===== src/rtl/noc_pkg.sv =====
// Shared definitions for the processing unit: FSM state encoding and the
// default parameter values used by the top and the receive checker.
package noc_pkg;

  typedef enum logic [1:0] {
    ST_IDLE  = 2'd0,
    ST_REQ   = 2'd1,
    ST_SEND  = 2'd2,
    ST_DRAIN = 2'd3
  } pu_state_e;

  localparam int DEF_DATA_W        = 8;
  localparam int DEF_N_DEST        = 4;
  localparam int DEF_GRANT_TIMEOUT = 64;

endpackage


===== src/rtl/pu_rx_checker.sv =====
// Receive-side sequence checker: expects payloads 1,2,3,... within each packet,
// restarts at 1 after every tlast beat and counts completed packets.
module pu_rx_checker
  import noc_pkg::*;
#(
  parameter int DATA_W = DEF_DATA_W
) (
  input  logic              clock,
  input  logic              reset,
  input  logic              rx_valid,
  input  logic [DATA_W:0]   rx_data,
  output logic [15:0]       rx_pkt_count,
  output logic              rx_error
);

  logic [DATA_W-1:0] exp_q;
  logic [DATA_W-1:0] payload;
  logic              tlast;

  assign payload = rx_data[DATA_W-1:0];
  assign tlast   = rx_data[DATA_W];

  // Expected value tracks the received payload, so one bad beat flags once
  // and the checker resynchronises on the following beats.
  always_ff @(posedge clock or posedge reset) begin
    if (reset) begin
      exp_q        <= DATA_W'(1);
      rx_pkt_count <= 16'd0;
      rx_error     <= 1'b0;
    end else if (rx_valid) begin
      if (payload != exp_q) begin
        rx_error <= 1'b1;
      end
      if (tlast) begin
        exp_q <= DATA_W'(1);
        if (rx_pkt_count != 16'hFFFF) begin
          rx_pkt_count <= rx_pkt_count + 16'd1;
        end
      end else begin
        exp_q <= payload + 1'b1;
      end
    end
  end

endmodule


===== src/rtl/processing_unit_gen.sv =====
// Burst-generating processing unit: requests a destination from the master,
// sends a counting burst of len beats, drains, and checks the receive stream.
module processing_unit_gen
  import noc_pkg::*;
#(
  parameter int DATA_W        = DEF_DATA_W,
  parameter int N_DEST        = DEF_N_DEST,
  parameter int GRANT_TIMEOUT = DEF_GRANT_TIMEOUT,
  parameter int DEST_W        = $clog2(N_DEST)
) (
  input  logic              clock,
  input  logic              reset,
  input  logic              tb_request,
  input  logic [DEST_W-1:0] tb_processor,
  input  logic [DATA_W-1:0] tb_len,
  input  logic              master_response,
  input  logic              rx_valid,
  input  logic [DATA_W:0]   data_from_router,
  output logic              request_transfer,
  output logic [DEST_W-1:0] which_processor,
  output logic              processor_ready,
  output logic              tx_valid,
  output logic [DATA_W:0]   data_to_router,
  output logic              req_timeout,
  output logic [15:0]       rx_pkt_count,
  output logic              rx_error
);

  localparam int WAIT_W = $clog2(GRANT_TIMEOUT + 1);
  localparam logic [WAIT_W-1:0] WAIT_LAST = WAIT_W'(GRANT_TIMEOUT - 1);

  pu_state_e         state_q, state_d;
  logic [DEST_W-1:0] dest_q, dest_d;
  logic [DATA_W-1:0] len_q, len_d;
  logic [DATA_W-1:0] pay_q, pay_d;
  logic [WAIT_W-1:0] wait_q, wait_d;
  logic              drain_q, drain_d;

  logic              ready_d, req_d, tx_d, timeout_d;
  logic [DEST_W-1:0] which_d;
  logic [DATA_W:0]   data_d;

  always_ff @(posedge clock or posedge reset) begin
    if (reset) begin
      state_q <= ST_IDLE;
      dest_q  <= '0;
      len_q   <= '0;
      pay_q   <= '0;
      wait_q  <= '0;
      drain_q <= 1'b0;
    end else begin
      state_q <= state_d;
      dest_q  <= dest_d;
      len_q   <= len_d;
      pay_q   <= pay_d;
      wait_q  <= wait_d;
      drain_q <= drain_d;
    end
  end

  always_comb begin
    state_d = state_q;
    dest_d  = dest_q;
    len_d   = len_q;
    pay_d   = pay_q;
    wait_d  = wait_q;
    drain_d = drain_q;
    case (state_q)
      ST_IDLE: begin
        if (tb_request) begin
          state_d = ST_REQ;
          dest_d  = tb_processor;
          len_d   = (tb_len == '0) ? DATA_W'(1) : tb_len;
          wait_d  = '0;
        end
      end
      ST_REQ: begin
        // A grant arriving on the timeout cycle still wins.
        if (master_response) begin
          state_d = ST_SEND;
          pay_d   = DATA_W'(1);
        end else if (wait_q == WAIT_LAST) begin
          state_d = ST_IDLE;
        end else begin
          wait_d = wait_q + 1'b1;
        end
      end
      ST_SEND: begin
        if (pay_q == len_q) begin
          state_d = ST_DRAIN;
          drain_d = 1'b0;
        end else begin
          pay_d = pay_q + 1'b1;
        end
      end
      ST_DRAIN: begin
        if (drain_q) begin
          state_d = ST_IDLE;
        end else begin
          drain_d = 1'b1;
        end
      end
      default: state_d = ST_IDLE;
    endcase
  end

  // Outputs are decoded from the next state and registered, so they line up
  // with the state register and carry no combinational path from inputs.
  always_comb begin
    ready_d   = (state_d == ST_IDLE);
    req_d     = (state_d == ST_REQ);
    tx_d      = (state_d == ST_SEND);
    which_d   = (state_d == ST_REQ) ? dest_d : which_processor;
    data_d    = tx_d ? {(pay_d == len_d), pay_d} : '0;
    timeout_d = (state_q == ST_REQ) && (state_d == ST_IDLE);
  end

  always_ff @(posedge clock or posedge reset) begin
    if (reset) begin
      processor_ready  <= 1'b1;
      request_transfer <= 1'b0;
      which_processor  <= '0;
      tx_valid         <= 1'b0;
      data_to_router   <= '0;
      req_timeout      <= 1'b0;
    end else begin
      processor_ready  <= ready_d;
      request_transfer <= req_d;
      which_processor  <= which_d;
      tx_valid         <= tx_d;
      data_to_router   <= data_d;
      req_timeout      <= timeout_d;
    end
  end

  pu_rx_checker #(
    .DATA_W (DATA_W)
  ) u_rx_checker (
    .clock        (clock),
    .reset        (reset),
    .rx_valid     (rx_valid),
    .rx_data      (data_from_router),
    .rx_pkt_count (rx_pkt_count),
    .rx_error     (rx_error)
  );

endmodule


===== config.mk =====
export PLATFORM = sky130hd
export DESIGN_NAME = processing_unit_gen
export DESIGN_NICKNAME = d
export VERILOG_FILES = /design/src/rtl/noc_pkg.sv /design/src/rtl/pu_rx_checker.sv /design/src/rtl/processing_unit_gen.sv
export SDC_FILE = /design/constraint.sdc
export NUM_CORES = 1
export LEC_CHECK = 0
export CORE_ASPECT_RATIO = 0.8
export CORE_MARGIN = 1
export CORE_UTILIZATION = 43
export DETAILED_ROUTE_END_ITERATION = 12
export PLACE_DENSITY_LB_ADDON = 0.2
export SYNTH_ARGS = -nofsm -noshare
export SYNTH_HDL_FRONTEND = slang
export SYNTH_SLANG_ARGS = --single-unit

===== constraint.sdc =====
create_clock -name clock -period 5.4 [get_ports clock]
set_clock_uncertainty 0.2 [all_clocks]
set_input_delay 1.08 -clock clock [delete_from_list [all_inputs] [get_ports clock]]
set_output_delay 1.08 -clock clock [all_outputs]
set_load 0.02 [all_outputs]

==> impl_metrics.toml <==
[run_status]
status = "completed"

[setup_path]
end_kind = "register"
crit_type = "input port to register"
start_kind = "input port"
cp_data_arrival_time_ns = 3.29
required_ns = 5.44
critPathMaxFanout = 10

[layout]
multi_input_area_um2 = 1690
final_cell_mix = "dfrtp_1, clkdlybuf4s50_1, xnor2_1, nand2_1, nor2_1"
area_delta_synth_final_pct = 23.9
fillCellCount = 739
final_common_cell = "dfrtp_1"
final-seq-area_um2 = 1700
num_antenna_cells = 0
finalNetCount = 419
drive_above_1_share_pct = 10.2
design_area_um2 = 4350

[power]
power.clock.fraction_pct = 22.4
p_int_mw = 1.18
power_density_nw_per_um2 = 439
sw_frac_of_total_pct = 37.9
p_leak_nw = 1.83
power.switching_mw = 0.724
seq_power_share_pct = 38.0
peakVddDrop_mv = 0.207
pwr-share-comb_pct = 39.6

[placement]
place_area_um2 = 4150
dp_hpwl_um = 5580
place_congestion = 0.864
io_buffers = 55

[logic_synthesis]
synthArstFlopShare_pct = 100
synth_area_um2 = 3510
syn-instance-count = 329
synth_top_cell_by_area = "dfrtp_1"
yosys_warnings = 0
ys_ff_latch = 68
syn_area_per_cell_um2 = 10.7
syn-num-nets = 361
ys_types = 53
synth_top_area_share_pct = 47.0
synthTopCellsByArea = "dfrtp_1, xnor2_1, mux2_2, ha_1, xor2_1"
synth_edf_count = 0
synth_top_flop_cell = "dfrtp_1"
seq_area_frac_synth_pct = 48.5

[grt]
grt_usage_pct = 20.5
grt_max_degree = 40
first_global_vias = 2666
grt_remaining_overflow = 0
antenna_found_initial = 0
grt_pass1_wl_um = 13300

[floorplan]
dieArea_um2 = 8530
ios = 56
core_um2 = 7910
rows = 29
initial_core_util_pct = 44.4
dieHeight_um = 82.8
die_w_um = 103

[route]
drc_errors = 0
viasPerCell = 5.32
drtAntennaViolNets = 0
drt_iter0_markers = 183
first_pass_iters = 5
dr_total_vias = 2658
avgRoutedWirePerCell_um = 15.5
finalWirelength_um = 7730

[clock_network]
ctsHoldBuffers = 0
clk_latency_ns = 0.35
cts.clk_slew.worst_paths_ns = 0.08
htreeDepth = 3
cts.sinks = 68
cts_tree = "built"
cts_buffer_depth = 2
cts_root_buf = "clkbuf_8"
cts_buffers = 9
post-cts-setup-buffer-count = 0
cts_resized = 0

[timing]
timing_worst_slew_pin_value_ns = 0.780
max_freq_mhz = 308
setup_viol = 0
fin_setup_tns_ns = 0
hold_violations = 0
period_needed_ns = 3.25
slew_violations = 0
slew-limit-headroom_pct = 47.9
rsz0062_at_grt = "no"
finalCritPeriodShare_pct = 60.1

[worst_hold_path]
hold_path_class = "register to register"

[flow_run]
drv_cap = 0
[cells in the mapped netlist (2+ instances only)]
cell,number
nor2b_1,2
clkbuf_1,2
o21ai_0,9
dfrtp_1,66
o2111ai_1,2
a22o_1,7
and3_1,6
a21oi_1,10
inv_1,17
dfstp_2,2
nor3_1,4
o211a_1,2
nand3_1,15
nor4_1,5
nand4_1,13
nand2b_1,5
a22oi_1,2
and4_1,4
ha_1,8
a31oi_1,4
mux2i_1,4
or3_2,2
nor3b_1,2
o211ai_1,4
buf_6,2
mux2_2,10
xor2_1,11
nand2_1,24
and2_1,3
nand4b_1,2
xnor2_1,35
nor2_1,18
and2b_2,4
or3_1,2
buf_2,3
[logic make-up after synthesis]
logic type / share of synthesized area, %
muxes: 4.35
buffers and inverters: 3.46
xor gates and xnor gates: 11.5
adders and majority gates: 2.85
AOI/OAI and AO/OA: 11.2
DFF: 48.5
and+or+nand+nor: 18.2
[area by class of cell]
| type | instances | share of cell area (%) |
|---|---|---|
| flip-flops and latches | 68 | 39.2 |
| multi-input cells | 235 | 38.8 |
| repair buffers | 56 | 12.8 |
| clock buffers | 11 | 3.25 |
| well taps | 108 | 3.11 |
| inverters | 17 | 1.47 |
| clock inverters | 5 | 1.41 |
[path summary, 6_finish.rpt]
kind / start / endpoint / slack [ns] / depth (start not counted)
worst max register to register: state_q[0]$_DFF_PP0_ / data_to_router[8]$_DFF_PP0_ / 2.44 / 9
min in group asynchronous: reset / u_rx_checker.rx_pkt_count[6]$_DFFE_PP0P_ / 0.98 / 2
worst min register to register: u_rx_checker.rx_error$_DFFE_PP0P_ / u_rx_checker.rx_error$_DFFE_PP0P_ / 0.28 / 1
max in group asynchronous: reset / data_to_router[5]$_DFF_PP0_ / 3.12 / 3
worst min-delay path: u_rx_checker.rx_error$_DFFE_PP0P_ / u_rx_checker.rx_error$_DFFE_PP0P_ / 0.28 / 1
worst max-delay path: tb_request / data_to_router[8]$_DFF_PP0_ / 2.15 / 8
[metrics by stage]
| step | hold slack, ns | setup WS, ns | utilization (%) | instances | total power, mW |
|---|---|---|---|---|---|
| after CTS | 0.286 | 2.16 | 55.0 | 500 | 1.92 |
| after global routing | 0.312 | 1.91 | 55.0 | 500 | 2.03 |
| final | 0.279 | 2.15 | 55.0 | 500 | 1.91 |
| after global placement | 0.251 | 1.91 | 52.4 | 484 | 1.47 |
| after floorplan | 0.269 | 2.41 | - | 329 | 1.25 |
| after detailed placement | 0.269 | 1.81 | 52.4 | 484 | 1.49 |
[power groups by stage]
stage	clock network (mW)	registers (mW)	logic [mW]
after floorplan	0	0.764	0.489
after global placement	0	0.734	0.735
after detailed placement	0	0.734	0.754
after CTS	0.439	0.726	0.757
after global routing	0.466	0.744	0.824
final	0.427	0.725	0.756
[state kept, by name, summed over array words and instances (netlist names), 2 cells and up]
name / count
u_rx_checker.rx_pkt_count: 16
u_rx_checker.exp_q: 8
which_processor: 2
dest_q: 2
state_q: 2
wait_q: 7
len_q: 8
data_to_router: 9
pay_q: 8
[critical path, cell delays in order]
cell and delay (ns):
clkdlybuf4s50_1 0.50, and2_1 0.53, mux2i_1 0.27, nand4b_1 0.16, mux2i_1 0.08, nor3b_1 0.22
nand4b_1 0.11, nor4bb_1 0.33
[layer usage]
layer | share of wire (%) | GRT usage (%)
met2 | 43 | 28.5
met5 | 0 | 0
met1 | 48 | 29.3
met4 | 1.2 | 6.79
met3 | 7.7 | 7.74
Note: power is estimated with default switching activity, not from simulation.
==> RTL change 1 (same flow settings) <==
Re-encode `pu_state_e` (4 states) as one-hot, 4 bits wide.
--- a/src/rtl/noc_pkg.sv
+++ b/src/rtl/noc_pkg.sv
@@ -2,11 +2,11 @@
 // default parameter values used by the top and the receive checker.
 package noc_pkg;
 
-  typedef enum logic [1:0] {
-    ST_IDLE  = 2'd0,
-    ST_REQ   = 2'd1,
-    ST_SEND  = 2'd2,
-    ST_DRAIN = 2'd3
+  typedef enum logic [3:0] {
+    ST_IDLE  = 4'b0001,
+    ST_REQ   = 4'b0010,
+    ST_SEND  = 4'b0100,
+    ST_DRAIN = 4'b1000
   } pu_state_e;
 
   localparam int DEF_DATA_W        = 8;
Formal check against the unedited RTL: same outputs for any inputs over 10 cycles, from zero or initial values and one cycle with reset high; not proved beyond that.
==> RTL change 1 against the original RTL <==
  * Sequential cell count grew 2
  * Wire length shrank 12%
  * Total power shrank 15%
  * Design area shrank 3.1%
  * Count of clock-buffer cells in the layout grew 3
  * Die area shrank 2.8%
  * Setup slack gained 130 ps
  * Core utilization grew 0.96 points
  * Area after synthesis shrank 2.9%
  * Cell count shrank 7.0%
  * Largest cell class unchanged
  * Critical endpoint unchanged
==> RTL change 1: results <==
status:
  outcome: "completed"
global_routing:
  grt_start_max_net_pins: 50
  grt_pass1_wl_um: 10990
  grt_pass1_vias: 2222
  grtUsageTotal: 0.1781
yosys:
  ys_seq_area_frac: 0.5149
  ys_types: 52
  synth_nets: 323
  synth.area.top_cells: "dfrtp_1 (49%), xnor2_1 (8.5%), xor2_1 (4.1%)"
  avgSynthCellArea_sq_um: 11.56
  synthTopCellsByCount: "dfrtp_1 (67), xnor2_1 (33), nand2_1 (22)"
worst_setup_path:
  r2r_start: "state_q[1]"
  worst_path_largest_cell_delay_ps: 450
  reg2reg_slack_ps: 2930
  arrival_ps: 3150
  ff2ff_path_depth: 6
finish:
  final-instance-count-excl-fill: 465
  fillers: 668
  drive_gt1_frac: 0.1278
  nNetsFinal: 384
drt:
  post_drt_wl_per_cell_um: 14.57
  avgViaCountPerCell: 5.125
  drt_iter0_drc: 88
  drtPass1Iterations: 4
pwr:
  pwr-share-clk: 0.227
  p_leak_uw: 0.001832
  peakVddDrop_v: 0.0001549
  power_uw: 1626
  p_int_uw: 1068
sta:
  tightestPinTransition_ps: 1023
  holdWs_ps: 282.1
clock_tree:
  ctsResizeCount: 0
  clkTransAtPathRegs_ps: 70
placement:
  gp_congestion: 0.8329
  dp.final_hpwl_um: 5017
  dpl.cell_count: 450
RTL change 1: worst max path at each step:
stage | to | depth (start not counted) | from
2_1_floorplan | data_to_router[0] | 1 | reset
3_3_place_gp | data_to_router[8] | 8 | tb_request
3_5_place_dp | data_to_router[8] | 8 | tb_request
4_1_cts | data_to_router[8] | 8 | tb_request
5_1_grt | data_to_router[8] | 8 | tb_request
6_report | data_to_router[8] | 8 | tb_request
RTL change 1: per-stage QoR:
stage               instance area [sq um]  worst slack (ps)
detailed placement                   4046              1913
CTS                                  4214              2283
finish                               4214              2282
floorplan                            3410              2357
global placement                     4046              1933
global route                         4214              2208
RTL change 1: layout make-up:
class | count | area (sq um) | share of cell area
repair buffers | 57 | 565.5 | 0.1342
flip-flops and latches | 70 | 1755 | 0.4166
multi-input cells | 210 | 1564 | 0.3711
clock buffers | 14 | 162.7 | 0.03860
inverters | 8 | 30.03 | 0.007126
well taps | 105 | 131.4 | 0.03118
clock inverters | 1 | 5.005 | 0.001188
RTL change 1: worst register-to-register path: cells and delay by family (launching register included):
family,cells,cell delay (ps)
flops,1,480
compound gates,3,800
simple gates,3,890
RTL change 1: logic make-up (layout without fill, tap and decap cells):
| family | Yosys count | after routing | share of synthesized area |
|---|---|---|---|
| fa+ha+maj | 4 | 4 | 0.01468 |
| compound gates | 38 | 38 | 0.08807 |
| simple gates | 105 | 105 | 0.1791 |
| buf+inv | 15 | 80 | 0.02642 |
| mux | 11 | 11 | 0.03670 |
| flops | 70 | 70 | 0.5149 |
| xor+xnor | 52 | 52 | 0.1402 |
RTL change 1: layer usage:
layer | vias to the layer above | GRT usage | routed length (um)
met3 | 5 | 0.04851 | 272
met4 | 0 | 0.06522 | 57
met2 | 49 | 0.2608 | 3008
met1 | 1164 | 0.2526 | 3439
li1 | 1165 | - | -
met5 | - | 0 | 0
==> RTL change 2 (config.mk and constraints unchanged) <==
Without the edit above. The package constant `DEF_GRANT_TIMEOUT` goes from 64 to 32.
--- a/src/rtl/noc_pkg.sv
+++ b/src/rtl/noc_pkg.sv
@@ -11,7 +11,7 @@
 
   localparam int DEF_DATA_W        = 8;
   localparam int DEF_N_DEST        = 4;
-  localparam int DEF_GRANT_TIMEOUT = 64;
+  localparam int DEF_GRANT_TIMEOUT = 32;
 
 endpackage
 
Function: no difference found for any inputs over 10 cycles, from zero or initial values and one cycle with reset high; that may be too few to reach the edited logic, so the function may still have changed.
==> RTL change 2 against the original RTL <==
  * Sequential cell count decreased by 1
  * Area after synthesis decreased by 2.0%
  * Setup slack got worse by 15 ps
  * Total power decreased by 0.89%
  * Design area decreased by 0.95%
  * Highest routed layer unchanged
  * Wire length decreased by 11%
  * Maximum frequency decreased by 0.47%
==> RTL change 2: results <==
worst_setup_path:
  reg2reg_slack_ps: 2490
  arrival_ps: 3330
placement:
  gp_congestion: 0.8550
  place_area_sq_mm: 0.004091
  pre_cts_ws_ps: 1833
  dp.final_hpwl_um: 5077
finish:
  nNonClkInverters: 19
  area_share_nonclk_buffers: 0.1295
  nNetsFinal: 423
  register_area_sq_mm: 0.001679
  clk_share: 0.05025
  fillers: 698
  design.seq.count: 67
  drive_gt1_frac: 0.1089
  multi_input_area_share: 0.3834
global_routing:
  grtUsageTotal: 0.1864
  grt_start_max_net_pins: 39
yosys:
  ys_seq_area_frac: 0.4878
  ys_types: 50
  synthTopCellsByCount: "dfrtp_1 (65), xnor2_1 (35), nand2_1 (32)"
  synth.area.top_cells: "dfrtp_1 (47%), xnor2_1 (8.9%), mux2_2 (3.9%)"
  synth_nets: 362
floorplanning:
  die_x_um: 102.0
drt:
  drt_iter0_drc: 120
  ant_nets: 0
  drtPass1Iterations: 4
  vias: 2579
  wl_um: 6897
status:
  outcome: "completed"
pwr:
  p_leak_uw: 0.001796
clock_tree:
  ctsResizeCount: 0
sta:
  max_freq_ghz: 0.3066
hold_path:
  hold_path_class: "flip-flop to flip-flop"
RTL change 2: logic make-up (layout without fill, tap and decap cells):
group,Yosys count,in the layout,synth area share
buffers and inverters,25,90,0.03235
adder cells (fa/ha/maj),8,8,0.02908
AND/OR/NAND/NOR,118,118,0.1825
XOR/XNOR,46,46,0.1192
AO/OA/AOI/OAI,53,53,0.1069
multiplexers,13,13,0.04217
flip-flops,67,67,0.4878
RTL change 2: power breakdown:
part           internal, uW  switching, uW
clock network           270            179
registers               620            102
logic                   319            401
RTL change 2: per-stage QoR:
step	hold slack, ps	std cells	utilization
global placement	250.8	485	0.5407
floorplan	268.1	330	-
global route	322.3	500	0.5693
detailed placement	263.2	485	0.5407
CTS	281.4	500	0.5693
finish	282.5	500	0.5693
RTL change 2: layer usage:
metal,global-route usage,wire [um]
met5,0,0
met4,0.05857,67
met3,0.06213,405
met2,0.2651,2967
met1,0.2659,3456
